[config.mk]
export PLATFORM = sky130hd
export DESIGN_NAME = lcd_cmd_seq
export DESIGN_NICKNAME = d
export VERILOG_FILES = /design/src/rtl/lcd_pkg.sv /design/src/rtl/lcd_seq_timer.sv /design/src/rtl/lcd_cmd_seq.sv
export SDC_FILE = /design/constraint.sdc
export NUM_CORES = 1
export LEC_CHECK = 0
export CAP_MARGIN = 20
export CORE_MARGIN = 8
export CORE_UTILIZATION = 53
export DETAILED_ROUTE_END_ITERATION = 6
export PLACE_DENSITY = 0.8
export SYNTH_ARGS = -nofsm -noshare
export SYNTH_HDL_FRONTEND = slang
export SYNTH_SLANG_ARGS = --single-unit
export TNS_END_PERCENT = 30
[constraint.sdc]
create_clock -name clk -period 2.75 [get_ports clk]
set_input_delay 0.825 -clock clk [delete_from_list [all_inputs] [get_ports clk]]
set_output_delay 0.825 -clock clk [all_outputs]
set_load 0.03 [all_outputs]
[src/rtl/lcd_pkg.sv]
// Shared definitions for the LCD command sequencer: controller command codes
// and the sequencer state encoding.
package lcd_pkg;

   localparam logic [3:0] WRITE           = 4'd0;
   localparam logic [3:0] SHIFT_UP        = 4'd1;
   localparam logic [3:0] SHIFT_DOWN      = 4'd2;
   localparam logic [3:0] SHIFT_LEFT      = 4'd3;
   localparam logic [3:0] SHIFT_RIGHT     = 4'd4;
   localparam logic [3:0] MAX             = 4'd5;
   localparam logic [3:0] MIN             = 4'd6;
   localparam logic [3:0] AVERAGE         = 4'd7;
   localparam logic [3:0] CTR_CLKWISE_ROT = 4'd8;
   localparam logic [3:0] CLKWISE_ROT     = 4'd9;
   localparam logic [3:0] MIRROR_X        = 4'd10;
   localparam logic [3:0] MIRROR_Y        = 4'd11;
   localparam logic [3:0] FIRST_RESERVED  = 4'd12;

   typedef enum logic [3:0] {
      IDLE,
      FETCH,
      WAIT_Q,
      WAIT_READY,
      ISSUE,
      WAIT_ACK,
      WAIT_DONE,
      FINISH,
      ERR
   } seq_state_t;

   // Codes 12..15 are used inside the controller and must never be sent to it.
   function automatic logic is_reserved(input logic [3:0] code);
      return code >= FIRST_RESERVED;
   endfunction

endpackage

[src/rtl/lcd_seq_timer.sv]
// Loadable saturating down-counter; expired is high while the count sits at zero.
module lcd_seq_timer #(
   parameter int W = 9
) (
   input  logic         clk,
   input  logic         reset,
   input  logic         load,
   input  logic [W-1:0] load_val,
   output logic         expired
);

   localparam logic [W-1:0] ONE = W'(1);

   logic [W-1:0] count_reg;

   always_ff @(posedge clk) begin
      if (reset) begin
         count_reg <= '0;
      end else if (load) begin
         count_reg <= load_val;
      end else if (count_reg != '0) begin
         count_reg <= count_reg - ONE;
      end
   end

   assign expired = (count_reg == '0);

endmodule

[src/rtl/lcd_cmd_seq.sv]
// Scripted command issuer: fetches 4-bit codes from a command ROM and hands
// them to the LCD controller over its cmd_valid/busy handshake until WRITE completes.
module lcd_cmd_seq
   import lcd_pkg::*;
#(
   parameter int ADDR_W       = 5,
   parameter int ACK_TIMEOUT  = 16,
   parameter int DONE_TIMEOUT = 256
) (
   input  logic              clk,
   input  logic              reset,
   input  logic              start,
   output logic              CMD_ROM_rd,
   output logic [ADDR_W-1:0] CMD_ROM_A,
   input  logic [3:0]        CMD_ROM_Q,
   input  logic              busy,
   input  logic              done,
   output logic [3:0]        cmd,
   output logic              cmd_valid,
   output logic              seq_done,
   output logic              error,
   output logic [ADDR_W:0]   issued_cnt,
   output logic [ADDR_W:0]   skip_cnt
);

   localparam int TMR_W = $clog2(DONE_TIMEOUT + 1);

   // The cycle in which an event happens counts toward its window, and the
   // exit decision takes one more edge, so a timeout raises error exactly
   // TIMEOUT cycles after the cmd_valid cycle (ACK) or the ack cycle (DONE).
   localparam logic [TMR_W-1:0]  ACK_LOAD  = TMR_W'(ACK_TIMEOUT - 2);
   localparam logic [TMR_W-1:0]  DONE_LOAD = TMR_W'(DONE_TIMEOUT - 2);
   localparam logic [ADDR_W-1:0] LAST_ADDR = '1;
   localparam logic [ADDR_W-1:0] ADDR_ONE  = ADDR_W'(1);
   localparam logic [ADDR_W:0]   CNT_MAX   = '1;
   localparam logic [ADDR_W:0]   CNT_ONE   = (ADDR_W + 1)'(1);

   seq_state_t        state_reg;
   logic              rom_rd_reg;
   logic [ADDR_W-1:0] addr_reg;
   logic [3:0]        cmd_reg;
   logic              cmd_valid_reg;
   logic              seq_done_reg;
   logic              error_reg;
   logic [ADDR_W:0]   issued_reg;
   logic [ADDR_W:0]   skip_reg;

   logic              tmr_load;
   logic [TMR_W-1:0]  tmr_val;
   logic              tmr_expired;

   // Timer is held loaded outside the two timed states, so every entry into
   // WAIT_ACK or WAIT_DONE starts from a fresh window.
   assign tmr_load = !(state_reg inside {WAIT_ACK, WAIT_DONE}) ||
                     ((state_reg == WAIT_ACK) && busy);
   assign tmr_val  = (state_reg == WAIT_ACK) ? DONE_LOAD : ACK_LOAD;

   lcd_seq_timer #(
      .W (TMR_W)
   ) u_timer (
      .clk      (clk),
      .reset    (reset),
      .load     (tmr_load),
      .load_val (tmr_val),
      .expired  (tmr_expired)
   );

   always_ff @(posedge clk) begin
      if (reset) begin
         state_reg     <= IDLE;
         rom_rd_reg    <= 1'b0;
         addr_reg      <= '0;
         cmd_reg       <= '0;
         cmd_valid_reg <= 1'b0;
         seq_done_reg  <= 1'b0;
         error_reg     <= 1'b0;
         issued_reg    <= '0;
         skip_reg      <= '0;
      end else begin
         cmd_valid_reg <= 1'b0;
         case (state_reg)
            IDLE: begin
               if (start) begin
                  addr_reg   <= '0;
                  rom_rd_reg <= 1'b1;
                  state_reg  <= FETCH;
               end
            end
            FETCH: begin
               rom_rd_reg <= 1'b0;
               state_reg  <= WAIT_Q;
            end
            WAIT_Q: begin
               cmd_reg <= CMD_ROM_Q;
               if (is_reserved(CMD_ROM_Q)) begin
                  if (skip_reg != CNT_MAX) skip_reg <= skip_reg + CNT_ONE;
                  if (addr_reg == LAST_ADDR) begin
                     error_reg <= 1'b1;
                     state_reg <= ERR;
                  end else begin
                     addr_reg   <= addr_reg + ADDR_ONE;
                     rom_rd_reg <= 1'b1;
                     state_reg  <= FETCH;
                  end
               end else begin
                  state_reg <= WAIT_READY;
               end
            end
            WAIT_READY: begin
               // No timeout here: the controller's power-up image load holds busy.
               if (!busy) begin
                  cmd_valid_reg <= 1'b1;
                  state_reg     <= ISSUE;
               end
            end
            ISSUE: begin
               state_reg <= WAIT_ACK;
            end
            WAIT_ACK: begin
               if (busy) begin
                  if (issued_reg != CNT_MAX) issued_reg <= issued_reg + CNT_ONE;
                  if (cmd_reg == WRITE) begin
                     state_reg <= WAIT_DONE;
                  end else if (addr_reg == LAST_ADDR) begin
                     error_reg <= 1'b1;
                     state_reg <= ERR;
                  end else begin
                     addr_reg   <= addr_reg + ADDR_ONE;
                     rom_rd_reg <= 1'b1;
                     state_reg  <= FETCH;
                  end
               end else if (tmr_expired) begin
                  error_reg <= 1'b1;
                  state_reg <= ERR;
               end
            end
            WAIT_DONE: begin
               if (done) begin
                  seq_done_reg <= 1'b1;
                  state_reg    <= FINISH;
               end else if (tmr_expired) begin
                  error_reg <= 1'b1;
                  state_reg <= ERR;
               end
            end
            FINISH: begin
               rom_rd_reg <= 1'b0;
            end
            ERR: begin
               rom_rd_reg <= 1'b0;
            end
            default: begin
               state_reg <= IDLE;
            end
         endcase
      end
   end

   assign CMD_ROM_rd = rom_rd_reg;
   assign CMD_ROM_A  = addr_reg;
   assign cmd        = cmd_reg;
   assign cmd_valid  = cmd_valid_reg;
   assign seq_done   = seq_done_reg;
   assign error      = error_reg;
   assign issued_cnt = issued_reg;
   assign skip_cnt   = skip_reg;

endmodule

==> qor.txt <==
Status = finished clean
Multi-input gate area = 1182 um^2
Critical Path Start = CMD_ROM_A[0]$_SDFFE_PP0P_
Origin of the critical flop-to-flop path = CMD_ROM_A[0]$_SDFFE_PP0P_
Max reg flops = 9
Routed wl met3 = 308 um
CTS tree = yes
Gate Count Post-Synth = 236
Buf/Inv on CP = 0
Commonest non-fill, non-tap cell in the layout = dfxtp_1
Part of the power in the clock network = 0.413
Global-route wire length before repair = 7783 um
Die area = 6068 um^2
Initial antenna violation count = 0
Final Instance Count excl. Fillers = 325
Power share of the combinational group = 0.175
Port Buffers = 33
CP delay by family, top = simple AND/OR/NAND/NOR gates
Clock sinks = 38
Sequential Power Share = 0.413
Final WL = 4673 um
# IOs = 34
Pin count of the biggest net entering global routing = 20
Worst-path clk slew = 80 ps
Pre-CTS setup slack = 67.17 ps
Die Wd = 77.90 um
Final setup viols = 0
Leak = 0.9456 nW
Most frequent cells in the layout = dfxtp_1, clkdlybuf4s50_1, nor2_1
GRT Util Overall = 0.1530
Leading area contributor after synthesis = dfxtp_1
Synth Net Count = 250
Vias in the first global route = 1778
Normalized max-slew margin = 0.6408
Synthesized cell area = 2031 um^2
Layout cell share with drive strength beyond 1 = 0.1155
H-tree depth = 2
Maximum VDD drop = 343.3 uV
Crit Path Class = reg2reg
Post-synth EDFFs = 0
Number of buffers added for setup after CTS = 0
Initial DRC count = 181
Count of cell types in the netlist = 53
Share of the synthesized area in the top cell type = 0.3746
Via Count = 1842
Row cnt = 22
Gp weighted congestion = 0.8537
P per Cell Area = 550.3 nW/um^2
Register area = 760.7 um^2
Number of remaining DRC errors = 0
P&R area growth vs syn = 27.66%
Max Clock Skew = 6.879 ps
Synth Area per Inst = 8.605 um^2
Via/cell ratio = 5.668
Top FF cell, synth = dfxtp_1
Final ANT Viol Nets = 0
Critical Path, Cell by Cell = ha_1 -> and3_1 -> ha_1 -> or4b_1 -> o211ai_1 -> nand2_1 -> or4_1 -> a21oi_1
Internal = 0.001071 W
Ys async rst share = 0
Total CTS buffers = 5
Clock Tree Root = clkbuf_8
Fillers = 286
Wire length on met2 = 2165 um
Setup TNS = 0 ps
RSZ-0062 raised after global routing = no
Worst-skew pair later-pin latency = 290 ps
Max-cap violation count = 0
Die height = 77.90 um
Tcrit/Tclk final = 0.8763
Hold Crit Start = error$_SDFFE_PP0P_
Setup crit end kind = flip-flop
Highest routed layer = met4
Final nets = 290
Hold Crit Class = reg2reg
CP Data Arrival Time = 2640 ps
Switch share = 0.2493
Critical Path RT = 2980 ps
Most frequent CP cell = ha_1
Routed wire per std cell = 14.38 um
Core ar. = 3661 um^2
Post-CTS Resized = 0
Hpwl dp = 3343 um
PnR worst setup slack = 340.3 ps
Final hold vios = 0
Psw = 0.0003557 W
Crit path max fanout = 7
WL met1 = 2143 um
Antenna diodes = 0
Grt total ovfl = 0
CP max stage cell = or4_1
Max Root-Sink Buffers = 2
Slew Viols, Final = 0
Least-Margin Pin Slew = 531.3 ps
Worst stage delay on the critical path = 500 ps
Placed instance count = 317
1st-pass router iterations = 4
Starting density of the core = 0.5547
Hold Buf Count CTS = 0
Top post-synthesis cells by area = dfxtp_1, nor2_1, a21oi_1, mux2i_1, nand2_1
Tmin final = 2410 ps
FF+latch count, synth = 38
CP startpoint kind = flip-flop
Fmax = 415.0 MHz
Seq/Total Area, Yosys = 0.3746
Synth warn = 0
-- layout make-up --
type,instances,share of cell area
Sequential cell,38,0.2934
Timing Repair Buffer,46,0.1651
Clock inverter,2,0.02317
Inverter,5,0.007239
Clock buffer,6,0.03185
Multi-Input combinational cell,180,0.4561
Tap cell,48,0.02317
-- per-stage QoR --
stage | power [W] | hold slack [ps] | utilization | area [um^2]
floorplan | 0.0007729 | 488.4 | - | 2031
global placement | 0.0008444 | 452.5 | 0.6692 | 2450
detailed placement | 0.0008478 | 459.5 | 0.6692 | 2450
CTS | 0.001435 | 471.0 | 0.7081 | 2592
global route | 0.001485 | 520.6 | 0.7081 | 2592
finish | 0.001427 | 465.8 | 0.7081 | 2592
-- worst paths after layout --
check / endpoint / slack (ps) / cells after the start
worst max-delay path: CMD_ROM_A[3]$_SDFFE_PP0P_ / 340 / 8
worst min-delay path: error$_SDFFE_PP0P_ / 470 / 2
worst max register to register: CMD_ROM_A[3]$_SDFFE_PP0P_ / 340 / 8
worst min register to register: error$_SDFFE_PP0P_ / 470 / 2
-- cell families after synthesis --
kind of cell    after synthesis  synth area share
buf+inv                      18           0.04313
fa+ha+maj                     5           0.03081
xor+xnor                     14           0.06038
mux                           8           0.04005
simple gates                104            0.2920
flops                        38            0.3746
compound gates               49            0.1590
-- tightest hold or removal path: cells and delay by family, from the launching register on --
| kind | cells | cell delay, ps |
|---|---|---|
| AO/OA/AOI/OAI | 1 | 60 |
| flip-flops | 1 | 320 |
| buffers and inverters | 1 | 50 |
-- synthesized netlist by cell type, types with 3 or more instances --
| master | instances |
|---|---|
| o211ai_1 | 3 |
| nand2_1 | 17 |
| nor3_1 | 9 |
| clkbuf_1 | 9 |
| ha_1 | 5 |
| nand2b_1 | 6 |
| nor3b_1 | 3 |
| dfxtp_1 | 38 |
| nor2b_1 | 4 |
| nand4_1 | 3 |
| xnor2_1 | 7 |
| mux2i_1 | 7 |
| xor2_1 | 7 |
| o21ai_0 | 9 |
| o22ai_1 | 3 |
| a21oi_1 | 14 |
| nor2_1 | 31 |
| inv_1 | 5 |
| a31oi_1 | 3 |
| or4b_1 | 4 |
| nand3_1 | 5 |
-- power groups by stage --
| stage | clock [W] | combinational (W) | sequential, W |
|---|---|---|---|
| 2_1_floorplan | 0 | 0.000163 | 0.000610 |
| 3_3_place_gp | 0 | 0.000244 | 0.000601 |
| 3_5_place_dp | 0 | 0.000247 | 0.000601 |
| 4_1_cts | 0.000598 | 0.000249 | 0.000588 |
| 5_1_grt | 0.000622 | 0.000271 | 0.000592 |
| 6_report | 0.000589 | 0.000249 | 0.000589 |
-- per-layer routing --
layer  up-vias  GRT usage
met3         5    0.04724
li1        925          -
met1       861     0.1814
met2        51     0.2540
met4         0    0.05556
met5         -          0
No activity file was read; power rests on OpenSTA's default activity.
